### src/rtl/midisynth_pkg.sv
// Shared constants and types for the synth command path.
package midisynth_pkg;

  // Command bytes carried in byte0 of a note frame.
  localparam logic [7:0] CMD_NOTE_ON  = 8'h90;
  localparam logic [7:0] CMD_NOTE_OFF = 8'h80;

  // A well-formed frame is exactly this many bits.
  localparam int FRAME_BITS = 56;

  // Bit counter value that marks "more bits than a frame holds".
  localparam logic [5:0] BIT_CNT_SAT = 6'd57;

  // Field widths shared with voice_controller.
  localparam int VOICE_W_DEF  = 8;
  localparam int TUNING_W_DEF = 32;

  // Receiver FSM states.
  typedef enum logic [1:0] {
    ST_WAIT_IDLE = 2'd0,
    ST_IDLE      = 2'd1,
    ST_SHIFT     = 2'd2,
    ST_CHECK     = 2'd3
  } rx_state_e;

endpackage

### src/rtl/sync_edge.sv
// Multi-stage synchroniser for an async pin, with a history flop for
// single-cycle rise/fall detection in the i_clk domain.
module sync_edge #(
  parameter int STAGES = 2
) (
  input  logic i_clk,
  input  logic i_reset,
  input  logic i_din,
  output logic o_level,
  output logic o_rise,
  output logic o_fall
);

  logic [STAGES-1:0] chain_q, chain_d;
  logic              hist_q, hist_d;

  // Next-state of the synchroniser chain and the history flop.
  always_comb begin
    chain_d    = chain_q;
    chain_d[0] = i_din;
    for (int i = 1; i < STAGES; i++) begin
      chain_d[i] = chain_q[i-1];
    end
    hist_d = chain_q[STAGES-1];
  end

  // Register the chain; everything clears to 0 on reset.
  always_ff @(posedge i_clk) begin
    if (i_reset) begin
      chain_q <= '0;
      hist_q  <= 1'b0;
    end else begin
      chain_q <= chain_d;
      hist_q  <= hist_d;
    end
  end

  assign o_level = chain_q[STAGES-1];
  assign o_rise  = chain_q[STAGES-1] & ~hist_q;
  assign o_fall  = ~chain_q[STAGES-1] & hist_q;

endmodule

### src/rtl/spi_note_receiver.sv
// SPI (mode 0) note-event receiver. Oversamples the SPI pins, shifts in a
// 56-bit frame while CS_n is low, validates it when CS_n rises and presents
// one registered note event per good frame.
//
// Output handshake: o_SPI_flag is a valid-only pulse (no ready). It is high
// for exactly one i_clk cycle, and the field outputs carry the new event in
// that same cycle and hold it until the next flag. o_frame_error is a
// one-cycle pulse for a discarded frame and is never high with o_SPI_flag.
module spi_note_receiver
  import midisynth_pkg::*;
#(
  parameter int SYNC_STAGES = 2,
  parameter int VOICE_W     = VOICE_W_DEF,
  parameter int TUNING_W    = TUNING_W_DEF
) (
  input  logic                i_clk,
  input  logic                i_reset,
  input  logic                i_SCLK,
  input  logic                i_CS_n,
  input  logic                i_MOSI,
  output logic                o_SPI_flag,
  output logic                o_SPI_note_status,
  output logic [VOICE_W-1:0]  o_SPI_voice_index,
  output logic [TUNING_W-1:0] o_SPI_tuning_code,
  output logic [6:0]          o_SPI_velocity,
  output logic                o_frame_error,
  output logic                o_busy
);

  // Conditioned pin views.
  logic sclk_level, sclk_rise, sclk_fall;
  logic cs_level, cs_rise, cs_fall;
  logic mosi_level;

  sync_edge #(.STAGES(SYNC_STAGES)) u_sclk_sync (
    .i_clk   (i_clk),
    .i_reset (i_reset),
    .i_din   (i_SCLK),
    .o_level (sclk_level),
    .o_rise  (sclk_rise),
    .o_fall  (sclk_fall)
  );

  sync_edge #(.STAGES(SYNC_STAGES)) u_cs_sync (
    .i_clk   (i_clk),
    .i_reset (i_reset),
    .i_din   (i_CS_n),
    .o_level (cs_level),
    .o_rise  (cs_rise),
    .o_fall  (cs_fall)
  );

  // Only the SCLK rising edge matters in mode 0.
  logic unused_sclk;
  assign unused_sclk = sclk_level ^ sclk_fall;

  // MOSI gets the same chain depth so it lines up with the SCLK edge pulse.
  logic [SYNC_STAGES-1:0] mosi_q, mosi_d;

  // Next-state of the MOSI delay chain.
  always_comb begin
    mosi_d    = mosi_q;
    mosi_d[0] = i_MOSI;
    for (int i = 1; i < SYNC_STAGES; i++) begin
      mosi_d[i] = mosi_q[i-1];
    end
  end

  // Register the MOSI chain.
  always_ff @(posedge i_clk) begin
    if (i_reset) mosi_q <= '0;
    else         mosi_q <= mosi_d;
  end

  assign mosi_level = mosi_q[SYNC_STAGES-1];

  // FSM, frame capture and output registers. state_q is the observable
  // state for checkers.
  rx_state_e               state_q, state_d;
  logic [FRAME_BITS-1:0]   shift_q, shift_d;
  logic [5:0]              count_q, count_d;
  logic                    flag_q, flag_d;
  logic                    err_q, err_d;
  logic                    status_q, status_d;
  logic [VOICE_W-1:0]      voice_q, voice_d;
  logic [TUNING_W-1:0]     tuning_q, tuning_d;
  logic [6:0]              vel_q, vel_d;

  // Frame field views of the shift register.
  logic [7:0] f_cmd;
  logic [7:0] f_voice;
  logic [31:0] f_tuning;
  logic [7:0] f_vel;
  logic       frame_ok;

  assign f_cmd    = shift_q[55:48];
  assign f_voice  = shift_q[47:40];
  assign f_tuning = shift_q[39:8];
  assign f_vel    = shift_q[7:0];
  assign frame_ok = (count_q == 6'(FRAME_BITS)) &&
                    ((f_cmd == CMD_NOTE_ON) || (f_cmd == CMD_NOTE_OFF)) &&
                    !f_vel[7];

  // State transitions, shifting, validation and output loading.
  always_comb begin
    state_d  = state_q;
    shift_d  = shift_q;
    count_d  = count_q;
    flag_d   = 1'b0;
    err_d    = 1'b0;
    status_d = status_q;
    voice_d  = voice_q;
    tuning_d = tuning_q;
    vel_d    = vel_q;
    case (state_q)
      ST_WAIT_IDLE: begin
        // Do not trust CS_n until it has been seen high after reset.
        if (cs_level) state_d = ST_IDLE;
      end
      ST_IDLE: begin
        if (cs_fall) begin
          shift_d = '0;
          count_d = '0;
          state_d = ST_SHIFT;
        end
      end
      ST_SHIFT: begin
        // End of frame wins over a coincident SCLK edge.
        if (cs_rise) begin
          state_d = ST_CHECK;
        end else if (sclk_rise) begin
          shift_d = {shift_q[FRAME_BITS-2:0], mosi_level};
          count_d = (count_q == BIT_CNT_SAT) ? BIT_CNT_SAT : count_q + 6'd1;
        end
      end
      ST_CHECK: begin
        state_d = ST_IDLE;
        if (frame_ok) begin
          flag_d   = 1'b1;
          status_d = (f_cmd == CMD_NOTE_ON);
          voice_d  = VOICE_W'(f_voice);
          tuning_d = TUNING_W'(f_tuning);
          vel_d    = f_vel[6:0];
        end else begin
          err_d = 1'b1;
        end
      end
      default: state_d = ST_WAIT_IDLE;
    endcase
  end

  // Register FSM state, capture datapath and outputs.
  always_ff @(posedge i_clk) begin
    if (i_reset) begin
      state_q  <= ST_WAIT_IDLE;
      shift_q  <= '0;
      count_q  <= '0;
      flag_q   <= 1'b0;
      err_q    <= 1'b0;
      status_q <= 1'b0;
      voice_q  <= '0;
      tuning_q <= '0;
      vel_q    <= '0;
    end else begin
      state_q  <= state_d;
      shift_q  <= shift_d;
      count_q  <= count_d;
      flag_q   <= flag_d;
      err_q    <= err_d;
      status_q <= status_d;
      voice_q  <= voice_d;
      tuning_q <= tuning_d;
      vel_q    <= vel_d;
    end
  end

  assign o_SPI_flag        = flag_q;
  assign o_frame_error     = err_q;
  assign o_SPI_note_status = status_q;
  assign o_SPI_voice_index = voice_q;
  assign o_SPI_tuning_code = tuning_q;
  assign o_SPI_velocity    = vel_q;
  assign o_busy            = (state_q == ST_SHIFT);

endmodule
### config.mk
export PLATFORM = sky130hd
export DESIGN_NAME = spi_note_receiver
export DESIGN_NICKNAME = d
export VERILOG_FILES = /design/src/rtl/midisynth_pkg.sv /design/src/rtl/sync_edge.sv /design/src/rtl/spi_note_receiver.sv
export SDC_FILE = /design/constraint.sdc
export NUM_CORES = 1
export LEC_CHECK = 0
export ABC_AREA = 1
export CAP_MARGIN = 10
export CORE_UTILIZATION = 35
export CTS_CLUSTER_SIZE = 30
export DETAILED_ROUTE_END_ITERATION = 10
export PLACE_DENSITY_LB_ADDON = 0.12
export SYNTH_ARGS = -nofsm -noshare
export SYNTH_HDL_FRONTEND = slang
export SYNTH_SLANG_ARGS = --single-unit
### constraint.sdc
create_clock -name i_clk -period 3.7 [get_ports i_clk]
set_input_delay 0.555 -clock i_clk [delete_from_list [all_inputs] [get_ports i_clk]]
set_output_delay 0.555 -clock i_clk [all_outputs]
set_load 0.01 [all_outputs]
### After elaboration in Yosys (flattened, before gate mapping)

Cells that the tools add are included.

| storage, ports and cells | value |
|---|---|
| bits in registers | 122 |
| bits of input ports | 5 |
| output and inout port bits | 51 |
| logic and storage cells | 59 |

| operators by class | value |
|---|---|
| add/sub/neg operators | 1 |
| equal/unequal tests | 12 |
| multiplexer cells | 15 |
| bitwise operators | 7 |
| reductions and logical operators | 10 |

Operators by type and width:

| kind | count |
|---|---|
| 56-bit 2-to-1 mux | 3 |
| 56-bit one-hot mux with 2 select lines | 1 |
| 6-bit 2-to-1 mux | 4 |
| 8-bit == test (second input constant) | 2 |
| 6-bit == test (second input constant) | 2 |
| 6-bit one-hot mux with 2 select lines | 1 |
| 2-bit one-hot mux with 4 select lines | 1 |
| 6-bit by 1-bit adder with 6-bit output (second input constant) | 1 |
| 2-bit 2-to-1 mux | 3 |
| 2-bit by 1-bit inequality test with 1-bit output (second input constant) | 3 |
| 2-bit == test (second input constant) | 2 |
| 2-bit inequality test (second input constant) | 2 |
| 1-bit inverter | 4 |
| 4-bit AND reduction | 1 |
| 1-bit bitwise AND | 3 |
| 3-bit AND reduction | 1 |
| 2-bit by 1-bit == test with 1-bit output (second input constant) | 1 |
| 1-bit logical AND | 2 |
| 2-bit logical NOT | 1 |
| 1-bit 2-to-1 mux | 2 |
| 2-bit AND reduction | 1 |
| 2-bit nonzero test | 1 |
| 2-bit OR reduction | 1 |
| 1-bit logical NOT | 1 |
| 1-bit logical OR | 1 |

### Longest topological paths before layout

Gate-level depths: netlist of run 1.

| logic depth | value |
|---|---|
| word-level depth | 5 |
| mapped depth | 10 |
| depth with buffers taken out | 10 |

### Hierarchy

A second synthesis of run 1 with hierarchy kept.

| second synthesis, totals | value |
|---|---|
| cell total of the unflattened synthesis | 789 |
| area total of the unflattened synthesis | 5,306.3 um^2 |

Modules (own cells, without submodules):

| module | instances | cells an instance | area an instance (um^2) | seq. area each (um^2) |
|---|---|---|---|---|
| spi_note_receiver | 1 | 765 | 5,118.7 | 2,322.2 |
| sync_edge | 2 | 12 | 93.8 | 60.1 |

### Worst setup path after synthesis of run 1

OpenSTA, ideal clock, no wires.

| timing path | value |
|---|---|
| path kind | register to register |
| from | reg state_q[0] |
| to | reg count_q[0] |
| data arrival time | 1.565 ns |
| slack | 2.065 ns |
| stages on the path, launching flop included | 10 |
| path through | dfxtp_1 -> inv_1 -> ha_1 -> buf_2 -> nand2_1 -> nand2_1 -> nor2_4 -> buf_2 -> nand3_1 -> a21oi_1 |

| between the ends | value |
|---|---|
| longest elaborated chain between the ends | 3 |
| elaborated cells between the ends (all ways) | 8 |
| those cells by class | eq/ne (5); mux (1); reduce/logical (2) |

Ends and longest elaborated chain:

| what | line | text |
|---|---|---|
| start: declaration | spi_note_receiver.sv:79 | `rx_state_e state_q, state_d;` |
| start signal: assignment | spi_note_receiver.sv:165 | `state_q <= state_d;` |
| 2-bit == test (*) | - |  |
| named net o_busy | spi_note_receiver.sv:27 | `output logic o_busy` |
| 2-bit inequality test (no source line) (tied with other cells) | - |  |
| 4-bit AND reduction (no source line) | - |  |
| end signal: assignment | spi_note_receiver.sv:167 | `count_q <= count_d;` |
| end: declaration | spi_note_receiver.sv:81 | `logic [5:0] count_q, count_d;` |

Mark *: on every way through the listed nets, which the timed path passes. The rest lies on a longest branch.
A chain may end at the register's enable or synchronous reset.

### Worst setup path after layout of run 1

| timing path | value |
|---|---|
| from | reg state_q[0] |
| to | out o_busy |

| between the ends | value |
|---|---|
| longest elaborated chain between the ends | 1 |

Ends and longest elaborated chain:

| what | line | text |
|---|---|---|
| 2-bit == test | spi_note_receiver.sv:183 | `assign o_busy = (state_q == ST_SHIFT);` |
| end: declaration | spi_note_receiver.sv:27 |  |

No other way between the ends.

==> metrics.yaml, run 1 <==
run_status:
  status: "finished clean"
sta:
  fin_ws_ns: 0.707
  rsz0062_at_grt: "no"
  post-route-period-util: 0.809
  max_slew_margin: 0.483
  worst_hold_slack_ns: 0.399
  max_freq_ghz: 0.334
  finalMaxSlewViolations: 0
  finalHoldViolCount: 0
  fin_tns_setup_ns: 0
  min_period_ns: 2.99
  finalSetupViolCount: 0
  clock_skew_ns: 0.00719
  tightestPinTransition_ns: 0.776
cells_and_area:
  area_growth_pct: 21.6
  fillers: 1730
  antennaDiodeCount: 0
  drive_above_1_share: 0.0537
  final_cell_area_um2: 7000
  nNetsFinal: 949
route:
  ant_nets: 0
  firstDrtPassIters: 4
  drt_iter0_markers: 209
  wirelength_mm: 12.0
  routed_via_density: 4.17
  vias: 4860
  detail_route.wl_per_cell_um: 10.3
  drc: 0
setup_path:
  r2r_cells: 8
  critPathMaxFanout: 48
  r2r-start: "state_q[0]"
  critical-path-max-stage-delay_ns: 0.63
  ff2ff_setup_slack_ns: 1.48
  worstPathArrival_ns: 2.44
  cp_cell_sequence: "inv_1, ha_2, buf_4, clkdlybuf4s50_1"
  start_kind: "register"
  critPathLaunch: "state_q[0]"
  critPathSlowestCell: "clkdlybuf4s50_1"
  worstPathRequired_ns: 3.14
  critPathCaptureType: "output port"
  worstSetupPathType: "register to output port"
  rr_endpoint: "shift_q[26]"
clock_network:
  cts_tree: "yes"
  cts_sinks: 122
  h-tree-depth: 4
  clk_pin_slew_ns: 0.05
  clk_latency_ns: 0.42
  ctsHoldBuffers: 0
  cts_buffer_depth: 2
  cts_resized: 0
  numCtsBuffers: 17
  cts-root-buf: "clkbuf_16"
  post_cts_buffers: 0
floorplanning:
  initial_core_util: 0.361
  ios: 56
  dieArea_um2: 17000
  die_h_um: 130
  fp.dieW_um: 130
  fp.coreArea_um2: 15900
  row_count: 46
synth:
  async_reset_ff_frac: 0
  yosysMostFrequentCell: "nand2_1"
  netlist_area_um2: 5760
  synth_top_area_frac: 0.424
  synth_ff_type: "dfxtp_1"
  synth_area_leaders: "dfxtp_1 (42%), nand2_1 (19%), inv_1 (14%)"
  ys_top_cells_by_count: "nand2_1 (291), inv_1 (221), dfxtp_1 (122)"
  synthesis.nets: 917
  synth_top_area_cell: "dfxtp_1"
  yosysWarnings: 0
  syn_inst: 904
  avgSynthCellArea_um2: 6.37
  synthDistinctLibCells: 23
  ys_seq_elements: 122
  synth_edf_count: 0
  yosysSeqAreaShare: 0.424
placed_design:
  place_hpwl_mm: 7.10
  place_congestion: 0.725
  dp_slack_ns: 1.12
  io_buffers: 55
  placed_area_um2: 6420
pwr:
  power_frac_seq: 0.356
  switchingPower_uw: 1270
  comb_power_share: 0.215
  ir_drop_mv: 0.489
  clkPwrFrac: 0.429
  power_density_nw_per_um2: 541
  p_leak_uw: 0.00313
  swShare: 0.336
  finalPower_uw: 3790
  p_int_uw: 2520
global_routing:
  grt_pass1_vias: 4363
  antenna_found_initial: 0
  overflow: 0
  grt_max_degree: 71
  groute.usage.overall: 0.153
  grt.busiest_layer: "met2"
  grt_first_pass_wirelength_mm: 20.5
  grt_util_met1: 0.190
  gr-usage-met2: 0.252
  grtUsageMet3: 0.0373
run:
  drv_cap: 0
min_path:
  min_path_cells: 2
  hold_path.class: "register to register"
  hp-start: "u_sclk_sync.chain_q[0]"
  hold_end: "u_sclk_sync.chain_q[1]"
==> critical path, delay by kind of cell (launching register included) <==
family / cells / cell delay, ns
buffers and inverters: 3 / 1.23
DFF: 1 / 0.35
adders and majority gates: 1 / 0.41
==> routing by layer <==
layer / up-vias / wire length (um)
li1: 2714 / -
met2: 63 / 5440
met4: 0 / 106
met3: 11 / 352
met1: 2072 / 6080
met5: - / 0
==> worst max path at each step <==
stage	end	slack, ns	cells past startpoint
after floorplan	count_q[0]	2.06	9
after global placement	o_busy	1.13	4
after detailed placement	o_busy	1.12	4
after CTS	o_busy	0.66	4
after global routing	o_busy	0.58	4
final	o_busy	0.71	4
==> through the flow <==
step           cells  utilization
2_1_floorplan    904            -
3_3_place_gp    1133        0.403
3_5_place_dp    1133        0.403
4_1_cts         1165        0.439
5_1_grt         1165        0.439
6_report        1165        0.439
==> layout by cell type, fill, tap and decap left out <==
| cell type | netlist | routed |
|---|---|---|
| nand3_2 | 1 | 1 |
| buf_4 | 2 | 11 |
| buf_2 | 13 | 1 |
| nor3_1 | 1 | 1 |
| clkinvlp_4 | 0 | 4 |
| dfxtp_1 | 122 | 122 |
| o21ai_0 | 2 | 2 |
| nand3_1 | 13 | 13 |
| inv_1 | 221 | 221 |
| ha_1 | 8 | 6 |
| nand2_1 | 291 | 291 |
| clkbuf_1 | 25 | 1 |
| nor2_4 | 2 | 3 |
| nand2_2 | 1 | 1 |
| clkbuf_8 | 0 | 2 |
| nor2_1 | 72 | 72 |
| clkbuf_16 | 0 | 17 |
| inv_2 | 1 | 1 |
| clkinv_2 | 0 | 5 |
| xnor2_1 | 2 | 2 |
| ha_2 | 0 | 2 |
| clkinv_4 | 0 | 1 |
| a21oi_1 | 61 | 61 |
| clkdlybuf4s50_1 | 0 | 54 |
| clkinv_1 | 1 | 1 |
| o21bai_1 | 1 | 1 |
| nand4_1 | 50 | 50 |
| bufinv_16 | 0 | 2 |
==> state kept, by name, summed over array words and instances, names as in the netlist, 2 cells and up <==
| signal | flops |
|---|---|
| o_SPI_voice_index | 8 |
| mosi_q | 2 |
| o_SPI_tuning_code | 32 |
| count_q | 6 |
| shift_q | 56 |
| u_cs_sync.chain_q | 2 |
| u_sclk_sync.chain_q | 2 |
| state_q | 2 |
| o_SPI_velocity | 7 |
==> final cells by class <==
class	count	area, um^2	area share
Tap cell	216	270	0.0386
Inverter	223	837	0.120
Clock buffer	20	457	0.0652
Timing Repair Buffer	66	628	0.0897
Multi-Input combinational cell	506	2240	0.320
Sequential cell	122	2440	0.349
Clock inverter	12	124	0.0177
==> cells by family (layout without fill, tap and decap cells) <==
logic type / Yosys count / count (layout) / share of synthesized area
flip-flops: 122 / 122 / 0.424
AND/OR/NAND/NOR: 432 / 432 / 0.311
adder cells (fa/ha/maj): 8 / 8 / 0.0174
XOR/XNOR: 2 / 2 / 0.00304
AO/OA/AOI/OAI: 64 / 64 / 0.0561
buffers and inverters: 276 / 321 / 0.188
==> power groups by stage <==
stage / combinational [uW] / sequential [uW] / clock [uW]
2_1_floorplan: 626 / 1380 / 0
3_3_place_gp: 844 / 1380 / 0
3_5_place_dp: 835 / 1380 / 0
4_1_cts: 835 / 1350 / 1670
5_1_grt: 900 / 1350 / 1720
6_report: 814 / 1350 / 1630
Power figures use the tool's default switching activity.
==> run 2, diff against run 1 <==
==> constraint.sdc (replaced) <==
create_clock -name i_clk -period 2.6 [get_ports i_clk]
set_input_delay 0.39 -clock i_clk [delete_from_list [all_inputs] [get_ports i_clk]]
set_output_delay 0.39 -clock i_clk [all_outputs]
set_load 0.01 [all_outputs]
==> run 2 against run 1 <==
Worst hold slack barely moved. Utilization fell by 0.31 points. Setup slack got worse by 0.22 ns. Sequential power rose by 43%. Flip-flop and latch count did not move. Register-to-register slack got worse by 0.81 ns. Largest cell class unchanged.
==> metrics.yaml, run 2 (same netlist as run 1, synthesis figures left out) <==
run_status:
  status: "finished clean"
sta:
  finalHoldViolCount: 0  # unchanged
  rsz0062_at_grt: "no"
  worst_hold_slack_ns: 0.399  # -0.000153 ns
  max_freq_ghz: 0.472
  finalSetupViolCount: 0  # unchanged
  tightestPinTransition_ns: 0.797  # +0.0211 ns
  max_slew_margin: 0.469  # -0.0140
  post-route-period-util: 0.814
  min_period_ns: 2.12
  fin_tns_setup_ns: 0  # unchanged
  clock_skew_ns: 0.00608  # -0.00111 ns
  finalMaxSlewViolations: 0  # unchanged
global_routing:
  groute.usage.overall: 0.160  # +0.00710
  grt_pass1_vias: 4503  # +3.2%
  overflow: 0  # unchanged
  grt_max_degree: 71  # unchanged
  grt_first_pass_wirelength_mm: 21.3  # +4.4%
  antenna_found_initial: 0  # unchanged
clock_network:
  clk_latency_ns: 0.41  # about the same
  cts_sinks: 122  # unchanged
  cts-root-buf: "clkbuf_16"
  cts_buffer_depth: 2  # unchanged
  cts_tree: "yes"
  h-tree-depth: 4  # unchanged
  numCtsBuffers: 17  # unchanged
  cts_resized: 0  # unchanged
  ctsHoldBuffers: 0  # unchanged
  post_cts_buffers: 0  # unchanged
  clk_pin_slew_ns: 0.05  # about the same
setup_path:
  critPathSlowestCell: "clkdlybuf4s50_1"
  ff2ff_setup_slack_ns: 0.67  # -0.81 ns
  start_kind: "register"
  worstSetupPathType: "register to output port"
  worstPathRequired_ns: 2.21  # -0.93 ns
  path_delay_family: "buffers and inverters"
  cp_cell_sequence: "inv_1, ha_2, clkdlybuf4s50_1"
  critPathCaptureType: "output port"
  critical-path-max-stage-delay_ns: 0.57  # -0.06 ns
  worstPathArrival_ns: 1.73  # -0.71 ns
  worst-path-buf-inv: 2  # -1
  critPathMaxFanout: 9  # -81%
cells_and_area:
  antennaDiodeCount: 0  # unchanged
  final_common_cell: "nand2_1"
  final_cell_area_um2: 6950  # -0.70%
  regMostFlops: "shift_q"
  nNetsFinal: 948  # -0.11%
  final_cell_mix: "nand2_1 (291), inv_1 (221), dfxtp_1 (122)"
  largest_register_ffs: 56  # unchanged
  drive_above_1_share: 0.0456  # -0.00819
  area_growth_pct: 20.8
  fin_cells: 1160  # -0.43%
floorplanning:
  fp.coreArea_um2: 15900  # unchanged
  fp.dieW_um: 130  # unchanged
  dieArea_um2: 17000  # unchanged
  initial_core_util: 0.361  # unchanged
  row_count: 46  # unchanged
  ios: 56  # unchanged
  die_h_um: 130  # unchanged
pwr:
  p_leak_uw: 0.00311  # -0.52%
  power_density_nw_per_um2: 749  # +38%
  finalPower_uw: 5200  # +37%
  ir_drop_mv: 0.669  # +37%
route:
  vias: 4874  # +0.29%
  firstDrtPassIters: 4  # unchanged
  detail_route.wl_per_cell_um: 10.5  # +2.3%
  routed_via_density: 4.20  # +0.72%
  wirelength_mm: 12.2  # +1.9%
  drt_iter0_markers: 299  # +43%
  ant_nets: 0  # unchanged
  drc: 0  # unchanged
placed_design:
  io_buffers: 55  # unchanged
  place_congestion: 0.712  # -1.8%
  dp.cells: 1132  # -0.088%
  placed_area_um2: 6450  # +0.47%
  place_hpwl_mm: 6.89  # -2.8%
run:
  drv_cap: 0  # unchanged
min_path:
  hold_path.class: "register to register"
-- run 2: cell types whose count changed in the layout (fill, tap and decap cells not counted), sizes merged --
cell,delta
clkinvlp,-4
clkinv,-2
buf,-1
bufinv,-2
clkbuf,+4
-- run 2: stage by stage --
step            util  setup slack, ns
4_1_cts        0.436            0.453
6_report       0.436            0.483
3_3_place_gp   0.404            0.660
3_5_place_dp   0.404            0.632
5_1_grt        0.436            0.397
2_1_floorplan      -            0.965
-- run 2: final timing paths --
kind / depth (start not counted) / end / startpoint
setup / recovery: 3 / o_busy / state_q[0]
hold / removal: 2 / mosi_q[1] / mosi_q[0]
setup reg to reg: 8 / shift_q[25] / state_q[0]
hold reg to reg: 2 / mosi_q[1] / mosi_q[0]
-- run 2: layout make-up --
class	instances	area, um^2
Clock buffer	24	482
Clock inverter	4	20.0
Fill cell	1728	8990
Inverter	223	837
Multi-Input combinational cell	506	2240
Sequential cell	122	2440
Tap cell	216	270
Timing Repair Buffer	65	658
-- run 2: tightest hold or removal path, stage by stage (launching register included) --
cell,delay (ns)
dfxtp_1,0.29
inv_1,0.04
nor2_1,0.03
-- run 2: routing by layer --
layer	GRT usage	wire [um]	up-vias
met5	0	0	-
met4	0.0725	211	0
met3	0.0365	321	17
met2	0.257	5370	62
met1	0.204	6300	2095
li1	-	-	2700
-- run 2: report_power, final --
part           switching, uW  total, uW  internal (uW)
registers               27.6       1930           1900
logic                    954       1250            293
clock network            768       2030           1260
